<file path="src/rtl/pwm_corriente_pkg.sv">
// Shared constants, types and the index-to-compare-value helper for the current PWM generator.
package pwm_corriente_pkg;

   localparam int PERIOD    = 1000;
   localparam int STEP      = 20;
   localparam int MAX_IDX   = 50;
   localparam int RESET_IDX = 25;

   typedef logic [5:0] idx_t;
   typedef logic [9:0] cnt_t;

   // Ten bits suffice: the index is clamped to MAX_IDX before it gets here, so the peak is 1000.
   function automatic cnt_t idx_a_numero(input idx_t idx);
      return cnt_t'(idx) * cnt_t'(STEP);
   endfunction

endpackage

</file>
<file path="src/rtl/generador_pwm_corriente_if.sv">
// Control/status bundle between the control logic (master) and the PWM generator (slave).
interface generador_pwm_corriente_if;
   import pwm_corriente_pkg::*;

   idx_t indice;
   logic cargar;
   logic pwm;
   cnt_t numero;
   logic en_objetivo;
   logic fin_periodo;
   logic fuera_rango;

   modport master (
      output indice, cargar,
      input  pwm, numero, en_objetivo, fin_periodo, fuera_rango
   );

   modport slave (
      input  indice, cargar,
      output pwm, numero, en_objetivo, fin_periodo, fuera_rango
   );

endinterface

</file>
<file path="src/rtl/divisor_tick.sv">
// Prescaler: asserts tick once every PRESCALE clocks (continuously when PRESCALE is 1).
module divisor_tick #(
   parameter int PRESCALE = 1
) (
   input  logic clk,
   input  logic reset,
   output logic tick
);

   localparam int W = (PRESCALE > 1) ? $clog2(PRESCALE) : 1;

   logic [W-1:0] r_presc;

   assign tick = (r_presc == W'(PRESCALE - 1));

   always_ff @(posedge clk or negedge reset) begin
      if (!reset) begin
         r_presc <= '0;
      end else if (tick) begin
         r_presc <= '0;
      end else begin
         r_presc <= r_presc + W'(1);
      end
   end

endmodule

</file>
<file path="src/rtl/generador_pwm_corriente.sv">
// Duty-index driven PWM for the current driver; duty changes only at period wrap.
// Define PWM_RAMP_EN to step the applied index one unit per period toward the target.
module generador_pwm_corriente
   import pwm_corriente_pkg::*;
#(
   parameter int PRESCALE = 1
) (
   input  logic                          clk,
   input  logic                          reset,
   generador_pwm_corriente_if.slave      bus
);

   logic w_tick;
   logic w_wrap;
   logic w_fuera;
   idx_t w_indice_lim;
   idx_t w_idx_paso;
   idx_t w_idx_next;
   idx_t w_target_next;

   cnt_t r_cnt;
   cnt_t r_numero;
   idx_t r_idx;
   idx_t r_target;
   logic r_pwm;
   logic r_en;
   logic r_fin;
   logic r_fuera;

   divisor_tick #(.PRESCALE(PRESCALE)) u_divisor (
      .clk   (clk),
      .reset (reset),
      .tick  (w_tick)
   );

   assign w_wrap       = w_tick && (r_cnt == cnt_t'(PERIOD - 1));
   assign w_fuera      = bus.cargar && (bus.indice > idx_t'(MAX_IDX));
   assign w_indice_lim = w_fuera ? idx_t'(MAX_IDX) : bus.indice;

`ifdef PWM_RAMP_EN
   always_comb begin
      w_idx_paso = r_idx;
      if (r_idx < r_target) begin
         w_idx_paso = r_idx + idx_t'(1);
      end else if (r_idx > r_target) begin
         w_idx_paso = r_idx - idx_t'(1);
      end
   end
`else
   assign w_idx_paso = r_target;
`endif

   // The wrap reads r_target before any coincident load lands, so a load on the wrap clock waits a period.
   assign w_idx_next    = w_wrap ? w_idx_paso : r_idx;
   assign w_target_next = bus.cargar ? w_indice_lim : r_target;

   always_ff @(posedge clk or negedge reset) begin
      if (!reset) begin
         r_cnt    <= '0;
         r_idx    <= idx_t'(RESET_IDX);
         r_target <= idx_t'(RESET_IDX);
         r_numero <= idx_a_numero(idx_t'(RESET_IDX));
         r_pwm    <= 1'b0;
         r_en     <= 1'b1;
         r_fin    <= 1'b0;
         r_fuera  <= 1'b0;
      end else begin
         if (w_tick) begin
            r_cnt <= w_wrap ? '0 : r_cnt + cnt_t'(1);
         end
         if (w_wrap) begin
            r_numero <= idx_a_numero(w_idx_paso);
         end
         r_idx    <= w_idx_next;
         r_target <= w_target_next;
         r_pwm    <= (r_cnt < r_numero);
         r_en     <= (w_idx_next == w_target_next);
         r_fin    <= w_wrap;
         r_fuera  <= w_fuera;
      end
   end

   assign bus.pwm         = r_pwm;
   assign bus.numero      = r_numero;
   assign bus.en_objetivo = r_en;
   assign bus.fin_periodo = r_fin;
   assign bus.fuera_rango = r_fuera;

endmodule

</file>
<file path="src/flat_wrapper.sv">
// flat-port wrapper written by rule: the top's interface ports become plain ports
module generador_pwm_corriente_flat import pwm_corriente_pkg::*;
#(
   parameter int PRESCALE = 1
)
  (clk, reset, bus_indice, bus_cargar, bus_pwm, bus_numero, bus_en_objetivo, bus_fin_periodo, bus_fuera_rango);
  generador_pwm_corriente_if bus_i ();
  input  logic clk;
  input  logic reset;
  input wire logic [$bits(bus_i.indice)-1:0] bus_indice;
  input wire logic [$bits(bus_i.cargar)-1:0] bus_cargar;
  output wire logic [$bits(bus_i.pwm)-1:0] bus_pwm;
  output wire logic [$bits(bus_i.numero)-1:0] bus_numero;
  output wire logic [$bits(bus_i.en_objetivo)-1:0] bus_en_objetivo;
  output wire logic [$bits(bus_i.fin_periodo)-1:0] bus_fin_periodo;
  output wire logic [$bits(bus_i.fuera_rango)-1:0] bus_fuera_rango;
  assign bus_i.indice = bus_indice;
  assign bus_i.cargar = bus_cargar;
  assign bus_pwm = bus_i.pwm;
  assign bus_numero = bus_i.numero;
  assign bus_en_objetivo = bus_i.en_objetivo;
  assign bus_fin_periodo = bus_i.fin_periodo;
  assign bus_fuera_rango = bus_i.fuera_rango;
  generador_pwm_corriente #(.PRESCALE(PRESCALE)) u_core (.clk(clk), .reset(reset), .bus(bus_i));
endmodule
</file>
<file path="config.mk">
export PLATFORM = sky130hd
export DESIGN_NAME = generador_pwm_corriente_flat
export DESIGN_NICKNAME = d
export VERILOG_FILES = /design/src/rtl/pwm_corriente_pkg.sv /design/src/rtl/generador_pwm_corriente_if.sv /design/src/rtl/divisor_tick.sv /design/src/rtl/generador_pwm_corriente.sv /design/src/flat_wrapper.sv
export SDC_FILE = /design/constraint.sdc
export NUM_CORES = 1
export LEC_CHECK = 0
export BUFFER_PORTS_ARGS = -buffer_cell sky130_fd_sc_hd__clkbuf_2
export CAP_MARGIN = 30
export CORE_AREA = 2 2 55 68
export CTS_BUF_LIST = sky130_fd_sc_hd__clkbuf_4 sky130_fd_sc_hd__clkbuf_8
export CTS_CLUSTER_SIZE = 25
export DETAILED_ROUTE_END_ITERATION = 8
export DIE_AREA = 0 0 57 70
export GPL_TIMING_DRIVEN = 0
export PLACE_DENSITY = 0.8
export SLEW_MARGIN = 0
export SYNTH_ARGS = -nofsm -noshare
export SYNTH_HDL_FRONTEND = slang
export SYNTH_SLANG_ARGS = --single-unit
</file>
<file path="constraint.sdc">
create_clock -name clk -period 2.4 [get_ports clk]
set_input_delay 0.48 -clock clk [delete_from_list [all_inputs] [get_ports clk]]
set_output_delay 0.48 -clock clk [all_outputs]
set_load 0.005 [all_outputs]
</file>
==> impl_metrics.csv, run 1 <==
group,metric,value,unit
outcome,status,"completed",
finish,nets,249,
global_routing,gr-total-overflow,0,
finish,antenna_cells,0,
yosys,syn_inst,196,
setup_path,cpPeakStageDelay,0.61,ns
yosys,yosysUniqueCellTypes,45,
global_routing,antenna_found_initial,0,
pwr,p_per_area,550,nW/um^2
die,core,3420,um^2
die,die_h,70,um
yosys,synth_top_cell_area_share,0.270,
yosys,synth_warnings,0,
cts,cts_resized,0,
setup_path,cp_common_cell,"ha_1",
yosys,synth_edf_count,0,
sta,rsz0062_at_grt,"false",
die,num_rows,24,
setup_path,endpoint_kind,"flip-flop",
setup_path,cp_slowest_cell,"dfstp_2",
global_routing,grt_pass1_wl,6.31,mm
yosys,yosys.area_share.simple,0.156,
routing,drt_wl_total,3.52,mm
yosys,seq_area_frac_synth,0.446,
cts,htree_levels,2,
cts,insertion_delay,0.29,ns
sta,slew_violations,0,
setup_path,crit_family,"adder cells",
routing,via_per_inst,5.33,
cts,clockBufferDepth,2,
routing,wire_per_inst,13.4,um
finish,area.growth.synth_to_final,12.5,%
cts,clkTransAtPathRegs,0.07,ns
cts,cts_setup_buffers,0,
global_routing,grt_pass1_vias,1437,
die,io_pins,23,
routing,drc,0,
yosys,yosys.area.top_type,"dfrtp_1",
cts,cts_made_buffers,5,
sta,finalCritPeriodShare,0.934,
setup_path,cp_max_fo,6,
run,max-cap-violations,0,
sta,worst_pin_slew,0.833,ns
yosys,synth_area_leaders,"dfrtp_1, dfstp_2, ha_1",
yosys,ys_ff_latch,34,
placement,gpl.final_weighted_congestion,0.767,
sta,setup_violations,0,
yosys,yosys.area_share.adder,0.113,
global_routing,grt_max_degree,35,
cts,cts-root-buf,"clkbuf_8",
hold_path,worst_hold_path_type,"in2async",
yosys,synth_top_family_by_area,"simple AND/OR/NAND/NOR gates",
die,start_util,0.568,
pwr,ir_drop,0.428,mV
finish,drive_above_1_share,0.246,
sta,fin_skew,0.00811,ns
sta,fmax,446,MHz
placement,dp_hpwl,2.63,mm
finish,layout.cells.non_filler,263,
pwr,power.leakage,1.05,nW
placement,io_buffer_count,19,
setup_path,path_buf_inv,0,
yosys,synth_mux_area_frac,0.0283,
sta,relSlewSlack,0.445,
routing,drtIter0Drc,69,
global_routing,grt_usage,0.206,
setup_path,crit_chain,"ha_1 > ha_1 > fa_1 > a21o_1 > a21oi_1 > xor2_1 > o21ai_0",
setup_path,start_kind,"flip-flop",
routing,vias,1403,
yosys,synth_area_per_cell,9.92,um^2
sta,setup_tns,0,ns
cts,holdBufCountCts,0,
cts,cts.sinks,34,
yosys,synth_compound_gate_area_share,0.125,
routing,ant_nets,0,
placement,dp_cells,255,
routing,firstDrtPassIters,4,
die,dieArea,3990,um^2
sta,finalCriticalPeriod,2.24,ns
setup_path,reg2reg_slack,0.16,ns
yosys,synth_area,1940,um^2
setup_path,worstPathArrival,2.40,ns
sta,finalHoldViolations,0,
setup_path,critical_path_required,2.56,ns
yosys,synthFlopType,"dfrtp_1",
cts,cts_tree,"built",
finish,finish.utilization,0.639,
die,die_w,57,um
yosys,async_flop_share,1.00,
setup_path,crit_type,"reg2reg",
yosys,synth_xor_area_frac,0.0811,
where the power goes:
group	internal [mW]	leakage, nW	switching, mW
Combinational	0.0693	0.596	0.0797
Sequential	0.591	0.406	0.0179
Clock	0.242	0.0517	0.203
through the flow:
| step | power [mW] | area, um^2 | hold slack [ns] | setup WS (ns) |
|---|---|---|---|---|
| floorplan | 0.722 | 1950 | 0.184 | 0.337 |
| finish | 1.20 | 2190 | 0.280 | 0.157 |
| global placement | 0.763 | 2090 | 0.456 | 0.189 |
| detailed placement | 0.767 | 2090 | 0.466 | 0.161 |
| global route | 1.26 | 2190 | 0.368 | 0.0120 |
| CTS | 1.21 | 2190 | 0.306 | 0.153 |
state kept, by name, indices dropped and copies added, names as in the netlist:
name and cells:
u_core.r_cnt 10, u_core.bus.numero 8, u_core.r_idx 6, u_core.r_target 6, u_core.bus.en_objetivo 1, u_core.bus.fin_periodo 1
u_core.bus.fuera_rango 1, u_core.bus.pwm 1
layout make-up:
| type | instances | area (um^2) |
|---|---|---|
| plain buffers | 8 | 48.8 |
| clock buffers | 7 | 90.1 |
| clock inverters | 1 | 5.00 |
| fillers | 290 | 1240 |
| inverters | 12 | 45.0 |
| multi-input cells | 143 | 987 |
| flip-flops and latches | 34 | 867 |
| well taps | 39 | 48.8 |
| repair buffers | 19 | 95.1 |
layout by cell type (no fill, tap or decap), drive strengths merged, types with 2 or more instances in the layout:
cell type / n
o21a: 2
xnor2: 7
dfrtp: 21
a31oi: 3
o21ai: 14
mux2: 4
xor2: 11
a21o: 5
a21oi: 6
inv: 12
conb: 2
clkbuf: 28
nor3: 2
buf: 6
ha: 16
nand3: 7
dfstp: 13
and3: 4
nor2: 11
nand2: 31
synth_stat cells (2+ instances only):
master,number
o21ai_0,13
a21oi_1,5
inv_1,12
nor3_1,2
xnor2_1,7
a21o_1,5
dfstp_2,13
buf_4,2
o21a_1,2
and3_1,4
ha_1,16
nor2_1,11
xor2_1,11
nand2_1,30
dfrtp_1,21
clkbuf_1,2
buf_2,3
mux2_2,3
nand3_1,6
a31oi_1,3
path summary, 6_finish.rpt:
| kind | from | to | cells after the start |
|---|---|---|---|
| setup / recovery | u_core.r_target[3] | u_core.bus.numero[9] | 7 |
| hold / removal | reset | u_core.bus.fuera_rango | 1 |
| setup reg to reg | u_core.r_target[3] | u_core.bus.numero[9] | 7 |
| hold reg to reg | u_core.r_idx[0] | u_core.r_idx[0] | 2 |
| max in group asynchronous | reset | u_core.bus.fin_periodo | 1 |
| min in group clk | bus_indice[0] | u_core.bus.fuera_rango | 3 |
logic make-up (layout without fill, tap and decap cells):
kind of cell | after synthesis | after routing
mux | 5 | 5
simple gates | 63 | 63
compound gates | 38 | 38
fa+ha+maj | 17 | 17
xor+xnor | 18 | 18
other cells | 1 | 2
buf+inv | 20 | 47
flops | 34 | 34
per-layer routing:
metal  track usage  wire [um]  part of all wire
met1         0.240       1460              0.41
met2         0.364       1860              0.53
met3        0.0463        136             0.039
met4        0.0775         61             0.017
met5             0          0                 0
No activity file was read; power rests on OpenSTA's default activity.
==> run 2: changes to the inputs <==
--- a/config.mk
+++ b/config.mk
@@ -13,7 +13,7 @@
 export DETAILED_ROUTE_END_ITERATION = 8
 export DIE_AREA = 0 0 57 70
 export GPL_TIMING_DRIVEN = 0
-export PLACE_DENSITY = 0.8
+export PLACE_DENSITY = 0.9
 export SLEW_MARGIN = 0
 export SYNTH_ARGS = -nofsm -noshare
 export SYNTH_HDL_FRONTEND = slang
==> run 2 against run 1 <==
Power is 1.3% lower. Highest routed layer unchanged. Die area stayed put. Combinational power is essentially flat.
==> impl_metrics.csv, run 2 (synthesis results as in run 1) <==
group,metric,value,unit
outcome,status,"completed",
sta,finalCritPeriodShare,0.931,
finish,nets,249,
finish,area.growth.synth_to_final,12.3,%
sta,slew_violations,0,
setup_path,crit_type,"reg2reg",
routing,drc,0,
cts,holdBufCountCts,0,
placement,io_buffer_count,19,
finish,regMostFlops,"u_core.r_cnt",
placement,dp_hpwl,2.73,mm
die,io_pins,23,
setup_path,rr_endpoint,"u_core.bus.numero[9]",
routing,wire_per_inst,13.8,um
sta,rsz0062_at_grt,"false",
cts,htree_levels,2,
finish,antenna_cells,0,
setup_path,cp_slowest_cell,"dfstp_2",
finish,final_common_cell,"nand2_1",
die,num_rows,24,
cts,cts.sinks,34,
sta,fin_skew,0.00596,ns
setup_path,crit_chain,"ha_1 > ha_1 > fa_1 > a21o_1 > a21oi_1 > xor2_1 > o21ai_0",
setup_path,cp_max_fo,6,
setup_path,endpoint_kind,"flip-flop",
routing,ant_nets,0,
setup_path,critical_path_required,2.54,ns
die,dieArea,3990,um^2
routing,vias,1408,
setup_path,reg2reg_slack,0.17,ns
setup_path,r2r_start,"u_core.r_target[3]",
sta,relSlewSlack,0.446,
setup_path,worst-r2r-cell-count,7,
sta,finalCriticalPeriod,2.23,ns
die,die_h,70,um
routing,via_per_inst,5.35,
cts,cts_tree,"built",
sta,finalHoldViolations,0,
setup_path,start_kind,"flip-flop",
global_routing,grt_usage,0.214,
cts,cts_resized,0,
global_routing,grt_pass1_wl,6.40,mm
placement,gpl.final_weighted_congestion,0.749,
global_routing,gr-total-overflow,0,
setup_path,cpPeakStageDelay,0.61,ns
pwr,ir_drop,0.397,mV
global_routing,antenna_found_initial,0,
setup_path,worstPathArrival,2.38,ns
sta,worst_pin_slew,0.830,ns
cts,cts_setup_buffers,0,
sta,fmax,448,MHz
die,start_util,0.568,
finish,drive_above_1_share,0.246,
pwr,power.leakage,1.05,nW
sta,setup_tns,0,ns
cts,clockBufferDepth,2,
sta,setup_violations,0,
routing,firstDrtPassIters,4,
global_routing,grt_pass1_vias,1413,
cts,clkTransAtPathRegs,0.06,ns
cts,insertion_delay,0.29,ns
finish,largest_reg_flops,10,
cts,cts_made_buffers,5,
run,max-cap-violations,0,
routing,drt_wl_total,3.62,mm
pwr,p_per_area,544,nW/um^2
die,core,3420,um^2
finish,final_cell_mix,"nand2_1, dfrtp_1, clkbuf_2, ha_1",
hold_path,worst_hold_path_type,"in2async",
setup_path,cp_common_cell,"ha_1",
cts,cts-root-buf,"clkbuf_8",
pwr,power.total,1.19,mW
die,die_w,57,um
global_routing,grt_max_degree,35,
routing,drtIter0Drc,39,
## run 2: changes by cell type in the layout (fill, tap and decap cells not counted), sizes merged
cell    before  now
clkbuf      28   29
clkinv       1    0
## run 2: metrics by stage
stage           util  std cells  hold slack (ns)  worst slack, ns  area [um^2]
2_1_floorplan      -        197            0.184            0.337         1950
3_3_place_gp   0.611        255            0.456            0.218         2090
3_5_place_dp   0.611        255            0.463            0.178         2090
4_1_cts        0.638        263            0.313            0.157         2180
5_1_grt        0.638        263            0.353           0.0514         2180
6_report       0.638        263            0.283            0.166         2180
## run 2: worst max path at each step
stage	cells past startpoint	end	startpoint
2_1_floorplan	7	u_core.bus.numero[9]	u_core.r_target[3]
3_3_place_gp	7	u_core.bus.numero[9]	u_core.r_target[3]
3_5_place_dp	7	u_core.bus.numero[9]	u_core.r_target[3]
4_1_cts	7	u_core.bus.numero[9]	u_core.r_target[3]
5_1_grt	7	u_core.bus.numero[9]	u_core.r_target[3]
6_report	7	u_core.bus.numero[9]	u_core.r_target[3]
## run 2: metal layers
layer  vias to the layer above  global-route usage  part of all wire  wire, um
met5                         -                   0                 0         0
met4                         0              0.0853             0.017        61
met3                         5              0.0667             0.038       138
met2                        20               0.360              0.53      1920
met1                       662               0.252              0.41      1500
li1                        721                   -                 -         -
## run 2: layout make-up
type                       count  area (um^2)
multi-input combinational    143          987
tap                           39         48.8
clock buffer                   8         91.3
buffer                         8         48.8
fill                         304         1240
sequential                    34          867
inverter                      12         45.0
timing repair buffer          19         95.1
## run 2: critical path, delay by kind of cell (launching register included)
kind / cells / cell delay [ns]
AOI/OAI and AO/OA: 3 / 0.43
adders and majority gates: 3 / 0.89
DFF: 1 / 0.61
xor gates and xnor gates: 1 / 0.15
## run 2: power breakdown
group	total (mW)	internal (mW)	leakage, nW	switching (mW)
Clock	0.431	0.240	0.0498	0.191
Combinational	0.147	0.0690	0.596	0.0781
Sequential	0.609	0.591	0.406	0.0186
Total	1.19	0.899	1.05	0.288
